**src/rtl/pipe_ctrl_pkg.sv**
```systemverilog
// Shared definitions for the pipeline stall/flush sequencer.
//   state_e   : sequencer FSM states (RUN, MEM_WAIT, ERR)
//   REG_IDX_W : architectural register index width
//   ZERO_REG  : x0, which never carries a real dependency
package pipe_ctrl_pkg;

    localparam int REG_IDX_W = 5;
    localparam logic [REG_IDX_W-1:0] ZERO_REG = 5'd0;

    typedef enum logic [1:0] {
        RUN      = 2'd0,
        MEM_WAIT = 2'd1,
        ERR      = 2'd2
    } state_e;

endpackage

```
**src/rtl/sat_counter.sv**
```systemverilog
// Saturating up-counter used for the pipeline performance counters.
//   clk_i : clock
//   rst_i : asynchronous active-low clear
//   inc_i : add one this cycle (ignored once the count is all-ones)
//   cnt_o : current count
module sat_counter #(
    parameter int W = 16
) (
    input  logic         clk_i,
    input  logic         rst_i,
    input  logic         inc_i,
    output logic [W-1:0] cnt_o
);

    logic [W-1:0] cnt_q;
    logic [W-1:0] cnt_d;

    always_comb begin
        cnt_d = cnt_q;
        if (inc_i && (cnt_q != {W{1'b1}})) begin
            cnt_d = cnt_q + {{(W-1){1'b0}}, 1'b1};
        end
    end

    always_ff @(posedge clk_i or negedge rst_i) begin
        if (!rst_i) begin
            cnt_q <= '0;
        end else begin
            cnt_q <= cnt_d;
        end
    end

    assign cnt_o = cnt_q;

endmodule

```
**src/rtl/pipe_hazard_ctrl.sv**
```systemverilog
// Central stall/flush sequencer for the 5-stage pipeline. Each cycle it
// decides whether PC, IFID, IDEX, EXMEM and MEMWB capture, hold or take a
// bubble, handling load-use hazards, taken-branch squash and a multi-cycle
// data-memory handshake with timeout.
//   clk_i, rst_i            : clock, asynchronous active-low reset
//   id_rs1_i/id_rs2_i       : ID source register indices
//   id_use_rs1_i/_rs2_i     : ID instruction actually reads that source
//   ex_memread_i, ex_rd_i   : EX instruction is a load, and its destination
//   ex_br_taken_i           : branch/jump resolved taken in EX
//   mem_req_i, dm_ready_i   : MEM accesses DM / DM completes this cycle
//   dm_req_o                : request to DM
//   *_we_o                  : pipeline register capture enables
//   *_flush_o               : load an all-zero bubble (overrides enable)
//   err_o                   : sticky DM timeout
//   stall_cnt_o/flush_cnt_o : saturating stall / branch-squash counters
module pipe_hazard_ctrl
    import pipe_ctrl_pkg::*;
#(
    parameter int DM_TIMEOUT = 255,
    parameter int CNT_W      = 16
) (
    input  logic                 clk_i,
    input  logic                 rst_i,
    input  logic [REG_IDX_W-1:0] id_rs1_i,
    input  logic [REG_IDX_W-1:0] id_rs2_i,
    input  logic                 id_use_rs1_i,
    input  logic                 id_use_rs2_i,
    input  logic                 ex_memread_i,
    input  logic [REG_IDX_W-1:0] ex_rd_i,
    input  logic                 ex_br_taken_i,
    input  logic                 mem_req_i,
    input  logic                 dm_ready_i,
    output logic                 dm_req_o,
    output logic                 pc_we_o,
    output logic                 ifid_we_o,
    output logic                 idex_we_o,
    output logic                 exmem_we_o,
    output logic                 ifid_flush_o,
    output logic                 idex_flush_o,
    output logic                 memwb_flush_o,
    output logic                 err_o,
    output logic [CNT_W-1:0]     stall_cnt_o,
    output logic [CNT_W-1:0]     flush_cnt_o
);

    localparam int WAIT_W = $clog2(DM_TIMEOUT + 1);
    // The wait counter counts not-ready MEM_WAIT cycles; ERR is taken on
    // the edge at which that count reaches DM_TIMEOUT.
    localparam logic [WAIT_W-1:0] WAIT_LAST = WAIT_W'(DM_TIMEOUT - 1);

    state_e              state_q, state_d;
    logic [WAIT_W-1:0]   wait_q, wait_d;
    logic                err_q, err_d;

    logic                mem_stall;
    logic                lu;
    logic                stall_inc;
    logic                flush_inc;

    // x0 is hard-wired zero, so a load targeting it creates no dependency.
    assign lu = ex_memread_i && (ex_rd_i != ZERO_REG) &&
                ((id_use_rs1_i && (id_rs1_i == ex_rd_i)) ||
                 (id_use_rs2_i && (id_rs2_i == ex_rd_i)));

    always_comb begin
        state_d       = state_q;
        wait_d        = wait_q;
        mem_stall     = 1'b0;
        stall_inc     = 1'b0;
        flush_inc     = 1'b0;
        dm_req_o      = 1'b0;
        pc_we_o       = 1'b0;
        ifid_we_o     = 1'b0;
        idex_we_o     = 1'b0;
        exmem_we_o    = 1'b0;
        ifid_flush_o  = 1'b0;
        idex_flush_o  = 1'b0;
        memwb_flush_o = 1'b0;

        case (state_q)
            RUN: begin
                mem_stall = mem_req_i && !dm_ready_i;
                if (mem_stall) begin
                    state_d = MEM_WAIT;
                end
            end
            MEM_WAIT: begin
                mem_stall = !dm_ready_i;
                if (dm_ready_i) begin
                    state_d = RUN;
                end else if (wait_q == WAIT_LAST) begin
                    state_d = ERR;
                end else begin
                    wait_d = wait_q + WAIT_W'(1);
                end
            end
            ERR: begin
                state_d = ERR;
            end
            default: begin
                state_d = RUN;
            end
        endcase

        if (state_d == RUN) begin
            wait_d = '0;
        end

        // Outputs are forced quiet for the whole reset window, not just
        // at the next edge.
        if (!rst_i) begin
            dm_req_o = 1'b0;
        end else if (state_q == ERR) begin
            memwb_flush_o = 1'b1;
        end else if (mem_stall) begin
            // Freeze everything upstream; bubble WB so the instruction
            // sitting in MEMWB is not retired a second time.
            dm_req_o      = mem_req_i;
            memwb_flush_o = 1'b1;
            stall_inc     = 1'b1;
        end else if (ex_br_taken_i) begin
            // Any load-use in ID is moot: that instruction gets squashed.
            dm_req_o      = mem_req_i;
            pc_we_o       = 1'b1;
            ifid_we_o     = 1'b1;
            idex_we_o     = 1'b1;
            exmem_we_o    = 1'b1;
            ifid_flush_o  = 1'b1;
            idex_flush_o  = 1'b1;
            flush_inc     = 1'b1;
        end else if (lu) begin
            dm_req_o      = mem_req_i;
            idex_we_o     = 1'b1;
            exmem_we_o    = 1'b1;
            idex_flush_o  = 1'b1;
            stall_inc     = 1'b1;
        end else begin
            dm_req_o      = mem_req_i;
            pc_we_o       = 1'b1;
            ifid_we_o     = 1'b1;
            idex_we_o     = 1'b1;
            exmem_we_o    = 1'b1;
        end
    end

    assign err_d = err_q || (state_d == ERR);

    always_ff @(posedge clk_i or negedge rst_i) begin
        if (!rst_i) begin
            state_q <= RUN;
            wait_q  <= '0;
            err_q   <= 1'b0;
        end else begin
            state_q <= state_d;
            wait_q  <= wait_d;
            err_q   <= err_d;
        end
    end

    assign err_o = err_q;

    sat_counter #(.W(CNT_W)) u_stall_cnt (
        .clk_i (clk_i),
        .rst_i (rst_i),
        .inc_i (stall_inc),
        .cnt_o (stall_cnt_o)
    );

    sat_counter #(.W(CNT_W)) u_flush_cnt (
        .clk_i (clk_i),
        .rst_i (rst_i),
        .inc_i (flush_inc),
        .cnt_o (flush_cnt_o)
    );

endmodule

```
**config.mk**
```make
export PLATFORM = sky130hd
export DESIGN_NAME = pipe_hazard_ctrl
export DESIGN_NICKNAME = d
export VERILOG_FILES = /design/src/rtl/pipe_ctrl_pkg.sv /design/src/rtl/sat_counter.sv /design/src/rtl/pipe_hazard_ctrl.sv
export SDC_FILE = /design/constraint.sdc
export NUM_CORES = 1
export LEC_CHECK = 0
export CAP_MARGIN = 20
export CELL_PAD_IN_SITES_DETAIL_PLACEMENT = 0
export CELL_PAD_IN_SITES_GLOBAL_PLACEMENT = 1
export CORE_ASPECT_RATIO = 2
export CORE_MARGIN = 2
export CORE_UTILIZATION = 32
export DETAILED_ROUTE_END_ITERATION = 10
export PLACE_DENSITY = 0.81
export SETUP_SLACK_MARGIN = 0.4
export SLEW_MARGIN = 20
export SYNTH_ARGS = -nofsm -noshare
export SYNTH_HDL_FRONTEND = slang
export SYNTH_SLANG_ARGS = --single-unit
```
**constraint.sdc**
```tcl
create_clock -name clk_i -period 1.9 [get_ports clk_i]
set_input_delay 0.475 -clock clk_i [delete_from_list [all_inputs] [get_ports clk_i]]
set_output_delay 0.475 -clock clk_i [all_outputs]
set_load 0.005 [all_outputs]
```
==> out/metrics.yaml, run 1 <==
route:
  wirelength_um: 7960
  dr.first_iter.drc_count: 72
  vias: 2402
  route.detailed.drc: 0
  drt_pre_antenna_iters: 4
  wire_per_inst_um: 16.2
  via_per_inst: 4.88
  antenna_left: 0
yosys:
  yosys.area.top_type: "dfrtp_1"
  synth_edf_count: 0
  synth_top_area_share_pct: 47.8
  netlist_area_um2: 2250
  yosysWarningCount: 0
  yosysUniqueCellTypes: 38
  netlist_top_cells_area: "dfrtp_1, xnor2_1, xor2_1"
  synth-seq-cells: 43
  seq_area_frac_synth_pct: 47.8
  synthCells: 224
  postSynthAreaPerCell_um2: 10.1
  synth_fp_nets: 251
  async_flop_share_pct: 100
  synth_flop_cell: "dfrtp_1"
floorplan:
  rows: 43
  core_area_um2: 6890
  initial_core_util_pct: 32.7
  die-area_um2: 7770
  ios: 64
  die_w_um: 63.3
  die_y_um: 123
final_layout:
  antenna_cells: 0
  layout-drive-gt1-share_pct: 56.2
  fill_cells: 536
  area_growth_pct: 106
  design_area_um2: 4650
  layout.cells.non_filler: 492
  final_core_util_pct: 67.5
  final_nets: 428
power_and_ir_drop:
  p_leak_nw: 2.27
  swShare_pct: 26.7
  seq_power_share_pct: 33.0
  clkPwrFrac_pct: 33.4
  combPwrFrac_pct: 33.6
  fin_total_pwr_w: 0.00334
  p_switching_w: 0.000891
  p_int_w: 0.00245
  power_density_nw_per_um2: 719
  vdd_drop_max_v: 0.000681
sta:
  max-slew-margin-rel_pct: 64.6
  period_share_pct: 113
  layout_setup_ws_ns: -0.249
  clock_skew_ns: 0.00866
  rsz0062_at_grt: "yes"
  hold_slack_ns: 0.159
  finalHoldViolations: 0
  finalSetupViolCount: 26
  maxSlewViolCount: 0
  period_needed_ns: 2.15
  timing.fmax_mhz: 465
  max_slew.worst_pin.slew_ns: 0.531
cts:
  tritoncts: "done"
  cts_inserted_buffers: 5
  clkTransAtPathRegs_ns: 0.06
  root_buffer: "clkbuf_16"
  clock-sinks: 43
  clock_path_buffers: 2
  htreeDepth: 2
  clk_latency_ns: 0.29
place:
  dp.cells: 419
  io_buffers: 63
  place.detailed.hpwl_um: 4730
  place_area_um2: 3510
  routabilityCongestion: 0.821
setup_path:
  setup.worst_path.class: "input port to flop"
  cp-startpoint: "ex_rd_i[1]"
  startpoint_type: "input port"
  required_ns: 2.07
  cp_max_fo: 8
  cp_data_arrival_time_ns: 2.32
  r2r_start: "u_stall_cnt.cnt_o[0]"
  endpoint_kind: "flop"
global_route:
  antenna_found_initial: 0
  grt_start_max_net_pins: 43
  grt_usage_pct: 20.8
  grt_pass1_vias: 2572
  grt_overflow_total: 0
  grt_pass1_wl_um: 12600
min_path:
  hold_path_class: "input port to async pin"
outcome:
  outcome: "finished, violations left"
  violations: "negative setup slack"
job:
  drv_cap: 0
==> kinds of logic (layout without fill, tap and decap cells) <==
kind of cell | Yosys count | after routing | synth area share [%]
AOI/OAI and AO/OA | 11 | 11 | 4.00
buffers and inverters | 11 | 189 | 2.55
adders and majority gates | 4 | 4 | 2.22
and+or+nand+nor | 106 | 106 | 24.2
muxes | 2 | 2 | 0.999
DFF | 43 | 43 | 47.8
xor gates and xnor gates | 47 | 47 | 18.3
==> synth_stat cells, types with 4 or more instances <==
cell and number:
dfrtp_1 43, nand3_1 15, inv_1 7, and3_1 4, nor2_1 30, xnor2_1 24, nor3_1 6, xor2_1 23
nand4_1 15, nand2_1 17, ha_1 4
==> worst max-delay path: stages <==
cell,delay [ns]
buf_6,0.09
or4_4,0.53
o21ai_4,0.14
buf_4,0.12
buf_6,0.08
buf_6,0.08
buf_6,0.09
nor4_4,0.04
a21oi_4,0.19
buf_12,0.16
mux2_4,0.30
==> cell usage in the layout (no fill, tap or decap), types with 13 or more instances in the layout <==
| master | n |
|---|---|
| buf_4 | 53 |
| buf_6 | 73 |
| dfrtp_1 | 40 |
| dlygate4sd2_1 | 21 |
| nand2_1 | 13 |
| nand4_1 | 15 |
| nor2_1 | 15 |
| xor2_1 | 22 |
==> final timing paths <==
path	cells after the start	endpoint	slack, ns
min	2	state_q[0]	0.16
max reg2reg	9	u_stall_cnt.cnt_o[1]	-0.08
min reg2reg	1	err_o	0.51
min in group clk_i	1	err_o	0.51
max in group asynchronous	3	state_q[1]	1.05
max	11	u_stall_cnt.cnt_o[1]	-0.25
==> stage by stage <==
stage	worst slack, ns	TNS [ns]
after floorplan	-0.149	-0.929
after global placement	-0.952	-19.18
after detailed placement	-0.960	-19.19
after CTS	-0.260	-4.38
after global routing	-0.307	-6.63
final	-0.249	-4.54
==> power by group through the flow <==
stage	sequential [W]	combinational (W)	clock, W
CTS	0.00110	0.00102	0.00112
finish	0.00110	0.00112	0.00112
detailed placement	0.00115	0.000800	0
global placement	0.00114	0.000790	0
floorplan	0.00117	0.000275	0
global route	0.00111	0.00120	0.00117
==> area by class of cell <==
class / instances / area (um2) / area share, %
Sequential cell: 43 / 1080 / 23.2
Tap cell: 90 / 113 / 2.42
Clock buffer: 6 / 129 / 2.77
Timing Repair Buffer: 174 / 1670 / 35.9
Inverter: 7 / 26.3 / 0.565
Clock inverter: 2 / 60.1 / 1.29
Multi-Input combinational cell: 170 / 1570 / 33.9
==> sequential cells by signal, indices dropped and copies added, names as in the netlist <==
| name | flops |
|---|---|
| u_flush_cnt.cnt_o | 16 |
| u_stall_cnt.cnt_o | 16 |
| err_o | 1 |
| wait_q | 8 |
| state_q | 2 |
==> timing repair <==
item,CTS,global route
hold buffers,0,0
endpoints found under the setup margin,82,64
endpoints found under the hold margin,0,0
setup buffers,48,16
pin swaps,40,32
gates cloned,1,0
resized for setup,228,58
==> per-layer routing <==
layer	wire, um	up-vias	part of all wire [%]	GRT usage, %
met5	0	-	0	0
met4	254	0	3.2	8.15
met3	257	24	3.2	3.39
met2	4780	67	60	41.1
met1	2670	1197	34	21.1
li1	-	1114	-	-
Power figures use the tool's default switching activity.
==> run 2, diff against run 1 <==
Settings changed: HOLD_SLACK_MARGIN set to 0.06, SLEW_MARGIN 20 to 40.
==> results of run 2 <==
Final layout, timing and power as in run 1 (identical DEF).
==> run 3, diff against run 2 <==
Settings changed: CORE_UTILIZATION 32 to 34, PLACE_DENSITY 0.81 to 0.82, RECOVER_POWER set to 25, SYNTH_HIERARCHICAL set to 1.
==> run 3 against run 2 <==
The run still ends with negative setup slack left. Clock power fell by 25%. Die area rose by 4.8%. Sequential power is 4% higher. Critical path type is now input port to primary output. Setup slack got worse by 0.077 ns. Via count up 5.8%.
==> out/metrics.yaml, run 3 <==
final_layout:
  design_area_um2: 4350  # -6.4%
  final_cell_mix: "buf_4, dlygate4sd2_1, buf_6, dfrtp_1, dfrtp_2"
  area_growth_pct: 73.2
  layout_commonest_cell: "buf_4"
  layout-drive-gt1-share_pct: 52.0  # -4.2 points
  fill_cells: 610  # +14%
  final_nets: 420  # -1.9%
setup_path:
  endpoint_kind: "primary output"
  required_ns: 1.42  # -0.65 ns
  setup.worst_path.class: "input port to primary output"
  cp_max_fo: 2  # -6
  startpoint_type: "input port"
  cp_data_arrival_time_ns: 1.75  # -0.57 ns
job:
  drv_cap: 0  # unchanged
route:
  wire_per_inst_um: 15.9  # -1.5%
  antenna_left: 0  # unchanged
  via_per_inst: 5.22  # +6.9%
  wirelength_um: 7760  # -2.5%
  dr.first_iter.drc_count: 94  # +31%
  drt_pre_antenna_iters: 4  # unchanged
  route.detailed.drc: 0  # unchanged
  vias: 2542  # +5.8%
cts:
  cts_inserted_buffers: 5  # unchanged
  clk_latency_ns: 0.29  # about the same
  tritoncts: "done"
  root_buffer: "clkbuf_16"
  htreeDepth: 2  # unchanged
  clock_path_buffers: 2  # unchanged
  clock-sinks: 43  # unchanged
  clkTransAtPathRegs_ns: 0.06  # about the same
yosys:
  netlist_area_um2: 2510  # +12%
  seq_area_frac_synth_pct: 42.8  # -4.9 points
  netlist_top_cells_area: "dfrtp_1, xor2_1, nand4_1"
  synthCells: 229  # +2.2%
  yosysWarningCount: 6  # +6
  yosys.area.top_type: "dfrtp_1"
  postSynthAreaPerCell_um2: 11.0  # +9.1%
  synth_top_area_share_pct: 42.8  # -4.9 points
  synth_common_cells: "dfrtp_1, nand4_1, xor2_1, xnor2_1, nor2_1"
  synth_fp_nets: 256  # +2.0%
  yosysUniqueCellTypes: 48  # +26%
  synth_most_common_cell: "dfrtp_1"
  synth-seq-cells: 43  # unchanged
  synth_edf_count: 0  # unchanged
  async_flop_share_pct: 100  # unchanged
  synth_flop_cell: "dfrtp_1"
floorplan:
  core_area_um2: 7210  # +4.7%
  rows: 44  # +2.3%
  die_w_um: 64.8  # +2.3%
  die_y_um: 126  # +2.4%
  die-area_um2: 8140  # +4.8%
  initial_core_util_pct: 34.9  # +2.1 points
  ios: 64  # unchanged
place:
  routabilityCongestion: 0.813  # -0.94%
  io_buffers: 63  # unchanged
  place.detailed.hpwl_um: 5160  # +8.9%
  place_area_um2: 3520  # +0.36%
global_route:
  grt_usage_pct: 19.5  # -1.3 points
  busiest_layer: "met2"
  grt_pass1_vias: 2612  # +1.6%
  use_met1_pct: 18.2  # -2.9 points
  grt_overflow_total: 0  # unchanged
  antenna_found_initial: 1  # +1
  grt_pass1_wl_um: 12300  # -2.4%
  grt_use_met2_pct: 39.1  # -2.1 points
  grt_start_max_net_pins: 43  # unchanged
  grt_util_met3_pct: 2.88  # -0.51 points
sta:
  period_needed_ns: 2.23  # +0.0767 ns
  finalHoldViolations: 0  # unchanged
  max_slew.worst_pin.slew_ns: 1.06  # +0.533 ns
  layout_setup_ws_ns: -0.325  # -0.0767 ns
  finalSetupViolCount: 30  # +15%
  rsz0062_at_grt: "yes"
  clock_skew_ns: 0.00565  # -0.00301 ns
  max-slew-margin-rel_pct: 29.0  # -36 points
  period_share_pct: 117  # +4.0 points
  timing.fmax_mhz: 449  # -3.4%
  maxSlewViolCount: 0  # unchanged
outcome:
  outcome: "finished, violations left"
  violations: "negative setup slack"
power_and_ir_drop:
  p_leak_nw: 2.17  # -4.6%
  vdd_drop_max_v: 0.000598  # -12%
  power_density_nw_per_um2: 718  # -0.19%
  fin_total_pwr_w: 0.00312  # -6.5%
min_path:
  hold_path_class: "input port to async pin"
## run 3: what timing repair did
item                                    4_1_cts  5_1_grt
pin swaps                                    34       33
buffers inserted                             45       20
hold buffers                                  0        0
gates resized for setup                     175       38
endpoints found under the setup margin       84       55
cloned                                        0        0
## run 3: worst max-delay path, cell delays in order
cell     delay [ns]
buf_6          0.09
xor2_1         0.15
nor4_1         0.29
a32oi_1        0.16
buf_4          0.17
o31ai_2        0.25
buf_2          0.16
## run 3: routing by layer
layer | wire length [um] | part of all wire [%]
met3 | 215 | 2.8
met1 | 2590 | 33
met5 | 0 | 0
met4 | 192 | 2.5
met2 | 4770 | 61
## run 3: worst paths after layout
| path | start | to | cells after the start | slack, ns |
|---|---|---|---|---|
| worst max-delay path | id_rs1_i[3] | idex_flush_o | 7 | -0.33 |
| worst min-delay path | rst_i | state_q[0] | 2 | 0.31 |
| worst max register to register | state_q[1] | u_stall_cnt/cnt_o[7] | 9 | -0.31 |
| worst min register to register | err_o | err_o | 1 | 0.48 |
| max in group asynchronous | rst_i | u_stall_cnt/cnt_o[13] | 3 | 0.34 |
| min in group clk_i | err_o | err_o | 1 | 0.48 |
## run 3: per-stage QoR
step / std cells / worst slack, ns / setup TNS, ns / utilization (%) / hold slack [ns]
after global placement: 413 / -0.986 / -24.99 / 48.8 / 0.453
after global routing: 487 / -0.405 / -8.28 / 60.4 / 0.306
after CTS: 466 / -0.348 / -4.84 / 56.8 / 0.164
after detailed placement: 413 / -1.02 / -25.84 / 48.8 / 0.455
after floorplan: 229 / -0.175 / -1.16 / - / 0.179
final: 487 / -0.325 / -5.08 / 60.4 / 0.314
## run 3: area by class of cell
cell class	count	area [um2]	share of cell area (%)
Clock inverter	2	12.5	0.287
Antenna cell	1	2.50	0.0575
Tap cell	92	115	2.64
Clock buffer	6	129	2.96
Inverter	5	21.3	0.489
Sequential cell	43	1100	25.3
Timing Repair Buffer	160	1330	30.6
Multi-Input combinational cell	178	1640	37.6
## run 3: cells by family after synthesis
logic type	share of synthesized area [%]
compound gates	14.2
fa+ha+maj	1.99
mux	0.896
flops	42.8
simple gates	28.2
buf+inv	1.79
xor+xnor	10.1
## run 3: power by group
group	internal, W	total (W)	switching (W)
clock	0.000485	0.000836	0.000351
combinational	0.000649	0.00115	0.000498
sequential	0.00103	0.00114	0.000110
total	0.00217	0.00312	0.000959
